===== config.mk =====
export PLATFORM = sky130hd
export DESIGN_NAME = w21_mac_c2_flat
export DESIGN_NICKNAME = d
export VERILOG_FILES = /design/src/rtl/nn_pkg.sv /design/src/rtl/w21_mac_c2_if.sv /design/src/rtl/w21_round_sat.sv /design/src/rtl/w21_mac_c2.sv /design/src/flat_wrapper.sv
export SDC_FILE = /design/constraint.sdc
export NUM_CORES = 2
export LEC_CHECK = 0
export ABC_CLOCK_PERIOD_IN_PS = 4000
export BUFFER_PORTS_ARGS = -buffer_cell sky130_fd_sc_hd__buf_2
export CORE_AREA = 2 2 241 243
export DETAILED_ROUTE_END_ITERATION = 6
export DIE_AREA = 0 0 243 245
export SLEW_MARGIN = 20
export SYNTH_ARGS = -nofsm -noshare
export SYNTH_HDL_FRONTEND = slang
export SYNTH_SLANG_ARGS = --single-unit
export TNS_END_PERCENT = 50

===== constraint.sdc =====
create_clock -name clk -period 4 [get_ports clk]
set_input_delay 1 -clock clk [delete_from_list [all_inputs] [get_ports clk]]
set_output_delay 1 -clock clk [all_outputs]
set_load 0.01 [all_outputs]

===== src/rtl/nn_pkg.sv =====
// Shared constants and state type for the W21 layer MAC columns.
package nn_pkg;

   localparam int D_W      = 21;
   localparam int FRAC     = 10;
   localparam int N_IN_L21 = 300;
   localparam int ADDR_W   = 9;
   localparam int ACC_W    = 2 * D_W + $clog2(N_IN_L21);

   typedef enum logic [1:0] {
      IDLE  = 2'd0,
      RUN   = 2'd1,
      DRAIN = 2'd2,
      DONE  = 2'd3
   } mac_state_t;

endpackage


===== src/rtl/w21_mac_c2_if.sv =====
// Start/activation/ROM/result signal bundle for the column-2 MAC engine.
interface w21_mac_c2_if;

   logic                               start;
   logic                               act_valid;
   logic                               act_ready;
   logic signed [nn_pkg::D_W-1:0]      act_data;
   logic        [nn_pkg::ADDR_W-1:0]   adrs_clm;
   logic signed [nn_pkg::D_W-1:0]      w_data;
   logic                               out_valid;
   logic                               out_ready;
   logic signed [nn_pkg::D_W-1:0]      out_data;
   logic                               busy;

   modport slave (
      input  start, act_valid, act_data, w_data, out_ready,
      output act_ready, adrs_clm, out_valid, out_data, busy
   );

   modport master (
      output start, act_valid, act_data, w_data, out_ready,
      input  act_ready, adrs_clm, out_valid, out_data, busy
   );

endinterface


===== src/rtl/w21_round_sat.sv =====
// Round-half-up, arithmetic shift by FRAC and clamp of the accumulator to D_W bits.
// Optional W21_MAC_RELU_EN forces negative results to zero after the clamp.
module w21_round_sat
   import nn_pkg::*;
(
   input  logic signed [ACC_W-1:0] i_acc,
   output logic signed [D_W-1:0]   o_res
);

   localparam logic signed [ACC_W:0] RND    = {{(ACC_W+1-FRAC){1'b0}}, 1'b1, {(FRAC-1){1'b0}}};
   localparam logic signed [ACC_W:0] SAT_HI = {{(ACC_W+2-D_W){1'b0}}, {(D_W-1){1'b1}}};
   localparam logic signed [ACC_W:0] SAT_LO = {{(ACC_W+2-D_W){1'b1}}, {(D_W-1){1'b0}}};

   logic signed [ACC_W:0] w_sum;
   logic signed [ACC_W:0] w_shr;
   logic signed [D_W-1:0] w_sat;

   // One guard bit so the rounding offset can never wrap the sum.
   assign w_sum = (ACC_W+1)'(i_acc) + RND;
   assign w_shr = w_sum >>> FRAC;

   always_comb begin
      w_sat = w_shr[D_W-1:0];
      if (w_shr > SAT_HI) begin
         w_sat = {1'b0, {(D_W-1){1'b1}}};
      end else if (w_shr < SAT_LO) begin
         w_sat = {1'b1, {(D_W-1){1'b0}}};
      end
   end

`ifdef W21_MAC_RELU_EN
   assign o_res = w_sat[D_W-1] ? '0 : w_sat;
`else
   assign o_res = w_sat;
`endif

endmodule


===== src/rtl/w21_mac_c2.sv =====
// Column-2 W21 multiply-accumulate engine: walks the weight ROM in step with the
// activation stream, then rounds/saturates (ReLU with W21_MAC_RELU_EN) the sum.
//
// state | meaning
// IDLE  | waiting for start, address parked at 0
// RUN   | accepting activation beats, one per cycle when valid
// DRAIN | flushing product/accumulate stages, then loading the result
// DONE  | result held on out_data until out_ready
module w21_mac_c2
   import nn_pkg::*;
#(
   parameter int N_IN = N_IN_L21
)
(
   input  logic              clk,
   input  logic              rst_n,
   w21_mac_c2_if.slave       bus
);

   localparam logic [1:0] S_IDLE  = IDLE;
   localparam logic [1:0] S_RUN   = RUN;
   localparam logic [1:0] S_DRAIN = DRAIN;
   localparam logic [1:0] S_DONE  = DONE;

   logic [1:0]                r_state;
   logic [ADDR_W-1:0]         r_cnt;
   logic [1:0]                r_drain;
   logic signed [2*D_W-1:0]   r_prod;
   logic                      r_prod_v;
   logic signed [ACC_W-1:0]   r_acc;
   logic signed [D_W-1:0]     r_out;

   logic                      w_accept;
   logic signed [2*D_W-1:0]   w_prod;
   logic signed [D_W-1:0]     w_res;

   assign w_accept = (r_state == S_RUN) && bus.act_valid;
   assign w_prod   = (2*D_W)'(bus.act_data) * (2*D_W)'(bus.w_data);

   w21_round_sat u_round_sat (
      .i_acc (r_acc),
      .o_res (w_res)
   );

   always_ff @(posedge clk or negedge rst_n) begin
      if (!rst_n) begin
         r_state  <= S_IDLE;
         r_cnt    <= '0;
         r_drain  <= '0;
         r_prod   <= '0;
         r_prod_v <= 1'b0;
         r_acc    <= '0;
         r_out    <= '0;
      end else begin
         r_prod_v <= w_accept;
         if (w_accept) begin
            r_prod <= w_prod;
         end
         if (r_prod_v) begin
            r_acc <= r_acc + ACC_W'(r_prod);
         end

         case (r_state)
            S_IDLE: begin
               if (bus.start) begin
                  r_acc   <= '0;
                  r_cnt   <= '0;
                  r_state <= S_RUN;
               end
            end
            S_RUN: begin
               if (w_accept) begin
                  if (r_cnt == ADDR_W'(N_IN - 1)) begin
                     r_drain <= 2'd2;
                     r_state <= S_DRAIN;
                  end else begin
                     r_cnt <= r_cnt + 1'b1;
                  end
               end
            end
            // Two flush cycles, then the terminal count loads the rounded result.
            S_DRAIN: begin
               if (r_drain == 2'd0) begin
                  r_out   <= w_res;
                  r_state <= S_DONE;
               end else begin
                  r_drain <= r_drain - 1'b1;
               end
            end
            S_DONE: begin
               if (bus.out_ready) begin
                  r_cnt   <= '0;
                  r_state <= S_IDLE;
               end
            end
            default: r_state <= S_IDLE;
         endcase
      end
   end

   assign bus.act_ready = (r_state == S_RUN);
   assign bus.adrs_clm  = r_cnt;
   assign bus.out_valid = (r_state == S_DONE);
   assign bus.out_data  = r_out;
   assign bus.busy      = (r_state != S_IDLE);

endmodule


===== src/flat_wrapper.sv =====
// flat-port wrapper written by rule: the top's interface ports become plain ports
module w21_mac_c2_flat import nn_pkg::*;
#(
   parameter int N_IN = N_IN_L21
)
  (clk, rst_n, bus_start, bus_act_valid, bus_act_data, bus_w_data, bus_out_ready, bus_act_ready, bus_adrs_clm, bus_out_valid, bus_out_data, bus_busy);
  w21_mac_c2_if bus_i ();
  input  logic clk;
  input  logic rst_n;
  input wire logic [$bits(bus_i.start)-1:0] bus_start;
  input wire logic [$bits(bus_i.act_valid)-1:0] bus_act_valid;
  input wire logic [$bits(bus_i.act_data)-1:0] bus_act_data;
  input wire logic [$bits(bus_i.w_data)-1:0] bus_w_data;
  input wire logic [$bits(bus_i.out_ready)-1:0] bus_out_ready;
  output wire logic [$bits(bus_i.act_ready)-1:0] bus_act_ready;
  output wire logic [$bits(bus_i.adrs_clm)-1:0] bus_adrs_clm;
  output wire logic [$bits(bus_i.out_valid)-1:0] bus_out_valid;
  output wire logic [$bits(bus_i.out_data)-1:0] bus_out_data;
  output wire logic [$bits(bus_i.busy)-1:0] bus_busy;
  assign bus_i.start = bus_start;
  assign bus_i.act_valid = bus_act_valid;
  assign bus_i.act_data = bus_act_data;
  assign bus_i.w_data = bus_w_data;
  assign bus_i.out_ready = bus_out_ready;
  assign bus_act_ready = bus_i.act_ready;
  assign bus_adrs_clm = bus_i.adrs_clm;
  assign bus_out_valid = bus_i.out_valid;
  assign bus_out_data = bus_i.out_data;
  assign bus_busy = bus_i.busy;
  w21_mac_c2 #(.N_IN(N_IN)) u_core (.clk(clk), .rst_n(rst_n), .bus(bus_i));
endmodule

## Yosys cells after proc, flatten, opt, wreduce, memory -nomap -nowiden

Cells that the tools add are included.

- Magnitude comparators: 2
- Multipliers: 1
- $add $sub $neg: 4
- Equal/unequal tests: 11
- Mux-type cells: 18
- Reductions and logical operators: 10

Operator list:

| kind | number |
|---|---|
| $mux 51 | 3 |
| $add 51x11->52 const B | 1 |
| $add 51x42->51 | 1 |
| $gt 42x21->1 const B | 1 |
| $lt 42x21->1 const B | 1 |
| $mul 21x21->42 | 1 |
| $mux 21 | 2 |
| $mux 9 | 4 |
| $pmux 9 s3 | 1 |
| $mux 2 | 6 |
| $reduce_and 5->1 | 2 |
| $add 9x1->9 const B | 1 |
| $eq 9x9->1 const B | 1 |
| $ne 2x2->1 const B | 4 |
| $pmux 2 s4 | 1 |
| $ne 2x1->1 const B | 3 |
| $eq 2x2->1 const B | 2 |
| $logic_not 2->1 | 2 |
| $pmux 2 s2 | 1 |
| $reduce_and 4->1 | 1 |
| $reduce_bool 2->1 | 2 |
| $reduce_bool 3->1 | 1 |
| $eq 2x1->1 const B | 1 |
| $reduce_and 2->1 | 1 |
| other kinds (2) | 2 |

- Logic and storage cells: 53
- Output and inout bits: 33
- Register bits after elaboration: 128
- Bits of input ports: 47

## Logic depth before layout (Yosys ltp)

- Depth in word-level cells: 4
- Depth in mapped cells: 27
- Mapped depth without buffers: 26

## Hierarchy

From an unflattened synthesis, not the netlist that was laid out.

- Cells, all modules: 2987
- Area, all modules: 26222.6 sq um

Modules (own cells, without submodules):

| module | instances | area an instance (sq um) | cells an instance | seq. area each (sq um) |
|---|---|---|---|---|
| w21_mac_c2 | 1 | 24637.4 | 2740 | 3203.1 |
| w21_round_sat | 1 | 1585.3 | 247 | 0.0 |

## Worst setup path after synthesis

OpenSTA, ideal clock, no wires.

- Path kind: input -> register
- Start point: input port bus_act_data[20]
- End point: register u_core.r_prod[41]
- Slack: -3405 ps
- Cell stages on the path: 21
- Setup time: 79 ps
- Data required time: 3921 ps
- Arrival time: 7326 ps
- Path buffers: 1
- Cell sequence: clkbuf_1 -> nand2_1 -> fa_1 -> fa_1 -> inv_1 -> fa_1 -> fa_1 -> fa_1 -> fa_1 -> inv_1 -> fa_1 -> inv_1 -> ha_1 -> nand2_1 -> or4_1 -> nor3_1 -> a21oi_1 -> o21ai_0 -> nor2_1 -> a211oi_1 -> mux2i_1

- Cells in the longest elaborated chain, start to end: 1

RTL lines:

| item | line | text |
|---|---|---|
| from (decl) | flat_wrapper.sv:12 | `input wire logic [$bits(bus_i.act_data)-1:0] bus_act_data;` |
| $mul 21x21->42 | w21_mac_c2.sv:38 | `assign w_prod = (2*D_W)'(bus.act_data) * (2*D_W)'(bus.w_data);` |
| to (signal assigned) | w21_mac_c2.sv:57 | `r_prod <= w_prod;` |
| to (decl) | w21_mac_c2.sv:28 | `logic signed [2*D_W-1:0] r_prod;` |

Every way passes these cells.
A chain may end at the register's enable or synchronous reset.

## Final worst setup path

- Start point: input port bus_act_data[9]
- End point: register u_core.r_prod[39]

The elaborated chain is that of the path after synthesis.

==> summary.md <==
| Metric | Value |
|---|---|
| M1 GR Usage | `30.1%` |
| Die Y | `245 um` |
| Number of global-route vias before repair | `21300` |
| Met2 Use GR | `37.4%` |
| Leading area contributor after synthesis | `fa_1` |
| Final slew viol count | `0` |
| All-Layer GR Usage | `roughly 22%` |
| Final Core Density | `53.0%` |
| CP Depth | `27` |
| Core area | `about 57000 um^2` |
| Post-CTS Hold Fix Bufs | `0` |
| Fmax | `146 MHz` |
| Least-Margin Pin Slew | `around 820 ps` |
| Non-filler instance count after layout | `approximately 4000` |
| Post-Place Cells | `approximately 3800` |
| Routed WL per cell | `~16 um` |
| CTS tree | `done` |
| Number of setup violations in the final report | `36` |
| Routed Antenna Nets | `0` |
| Worst setup EP type | `register` |
| CP dominant cell by count | `fa_1` |
| Failing checks | `setup timing` |
| Starting Density | `44.6%` |
| # IOs | `80` |
| Total of max-cap violations | `0` |
| Clock Latency Late Sink | `~430 ps` |
| Gr ovfl total | `0` |
| Mapped Cells | `approximately 2900` |
| CTS root buf | `clkbuf_16` |
| HP Class | `register to register` |
| Crit Path Category | `input pin to register` |
| Post-synth EDFFs | `0` |
| DRT Pass-1 Iters | `7` |
| Total CTS buffers | `17` |
| R2R depth | `12` |
| Starting DRT DRC Count | `1084` |
| Mapped Nets | `~3600` |
| Mapped Area | `roughly 25000 um^2` |
| Final nets | `3787` |
| CP Launch Type | `input pin` |
| Status | `finished, violations left` |
| H-tree levels | `4` |
| Synth-to-layout area growth | `19.0%` |
| Hold path cells | `2` |
| Slowest CP cell | `fa_2` |
| Most numerous cell in the Yosys netlist | `inv_1` |
| Final Critical Period | `approximately 6900 ps` |
| Initial antenna violation count | `0` |
| Slowest Stage Delay on Critical Path | `between 500 and 600 ps` |
| Grt peak-use layer | `met2` |
| Crit path max-delay family | `adder cells` |
| ANT cells | `0` |
| Synth top area cells | `fa_1 36%, dfrtp_1 13%, ha_1 8.3%, inv_1 8.3%, and2_1 5.0%` |
| Sequential share of the synthesized area | `12.6%` |
| Synth Warn # | `0` |
| Yosys reg bits | `128` |
| Clock-pin slew on the worst setup and hold paths | `60 ps` |
| Crit path arrival time | `roughly 7200 ps` |
| CP Max Fanout | `7` |
| Netlist cell types | `just under 80` |
| HPWL after DPL | `roughly 53000 um` |
| Pre-CTS setup slack | `-3490 ps` |
| Routability cong. | `0.888` |
| Worst slew margin | `roughly 45%` |
| Worst-case clock skew | `roughly 11 ps` |
| GR Util met3 | `2.36%` |
| Total Wirelength | `~63000 um` |
| Setup ws final | `-2860 ps` |
| CP Data Required Time | `between 4000 and 5000 ps` |
| Hold Vio Cnt, Final | `0` |
| Hold WS | `between 400 and 500 ps` |
| Async SR Flop Fraction | `100%` |
| PortBufs | `between 70 and 80` |
| Total die area | `around 60000 um^2` |
| Syn Area/Cell | `between 8 and 9 um^2` |
| Share of layout cells above drive strength 1 | `about 20%` |
| Commonest cells in the netlist | `561 x inv_1, 460 x fa_1, 333 x nand2_1` |
| CTS sink cnt | `roughly 130` |
| Clock Path Buffers | `2` |
| Synth Flop Type | `dfrtp_1` |
| Via-to-Cell Ratio | `about 5.1` |
| Die width | `243 um` |
| RSZ-0062 raised after global routing | `true` |
| First-pass GRT wire length | `107000 um` |
| Share of the synthesized area in the top cell type | `between 30% and 40%` |
| # DRC | `0` |
| Rows | `slightly below 90` |
| Fin crit share | `172%` |
| Via count | `around 20000` |
| Buf+Inv Stages, Crit Path | `8` |
| Largest net degree at the start of global routing | `74` |
[path summary, 6_finish.rpt]
check | from | end | slack (ps)
worst max register to register | u_core.r_acc[0] | u_core.r_acc[50] | 300
min in group asynchronous | rst_n | u_core.bus.adrs_clm[6] | 620
worst max-delay path | bus_act_data[9] | u_core.r_prod[39] | -2860
worst min-delay path | u_core.bus.out_data[20] | u_core.bus.out_data[20] | 480
worst min register to register | u_core.bus.out_data[20] | u_core.bus.out_data[20] | 480
max in group asynchronous | rst_n | u_core.r_acc[37] | 2400
[repair_timing]
item	CTS	global route
buffers inserted	19	3
gates cloned	0	0
endpoints found under the hold margin	0	0
pin swaps	99	44
resized for setup	179	66
setup endpoints to repair	37	37
[cell type report]
| class | count | area (um^2) |
|---|---|---|
| Clock buffer | 18 | 429 |
| Clock inverter | 14 | 158 |
| Fill cell | 5277 | 26800 |
| Inverter | 563 | 2120 |
| Multi-Input combinational cell | 2051 | 20500 |
| Sequential cell | 128 | 3200 |
| Tap cell | 765 | 957 |
| Timing Repair Buffer | 350 | 2880 |
[registers in the layout (all words and copies together) (netlist names)]
signal / flops
u_core.bus.out_data: 21
u_core.r_prod_v: 1
u_core.r_drain: 2
u_core.r_acc: 51
u_core.r_state: 2
u_core.r_prod: 42
u_core.bus.adrs_clm: 9
[cells by family (layout without fill, tap and decap cells)]
family                     Yosys count  count (layout)  share of synthesized area [%]
and+or+nand+nor                    834             834                           16.1
buffers and inverters              698             945                           10.4
adders and majority gates          629             629                           44.5
AOI/OAI and AO/OA                  434             434                           10.8
DFF                                128             128                           12.6
xor gates and xnor gates           114             114                           3.93
muxes                               40              40                           1.61
[per-stage QoR]
| stage | setup TNS [ps] | area, um^2 |
|---|---|---|
| 6_report | -82010 | 30200 |
| 5_1_grt | -90450 | 30200 |
| 4_1_cts | -82110 | 29900 |
| 3_5_place_dp | -107460 | 28600 |
| 3_3_place_gp | -105190 | 28600 |
| 2_1_floorplan | -83130 | 26100 |
[cell usage in the layout (no fill, tap or decap), types with 32 or more instances in the layout]
cell type,instances
a21o_1,41
a21oi_1,111
and2_1,174
buf_2,39
buf_4,255
buf_6,36
dfrtp_1,127
fa_1,426
fa_2,34
ha_1,139
inv_1,530
inv_2,32
mux2i_1,33
nand2_1,325
nand3_1,33
nor2_1,121
o21ai_0,82
xnor2_1,60
xor2_1,49
[worst reg2reg max path: stages (launching register included)]
cell and delay, ps:
dfrtp_1 380, ha_1 250, fa_1 410, a21o_1 210
a221oi_1 370, a211oi_1 180, o2111a_1 320, o21ai_1 310
a21oi_1 220, o41ai_2 500, o22ai_1 180, and3_1 190
nor3_1 110
[per-layer routing]
metal	vias up	wire length (um)
met1	9971	29200
met2	419	30300
met4	0	852
met5	-	0
li1	9483	-
met3	67	2430
Power is left out: the tool's default activity adds up to more than one toggle a clock period on the data nets, which glitch-free logic cannot reach.
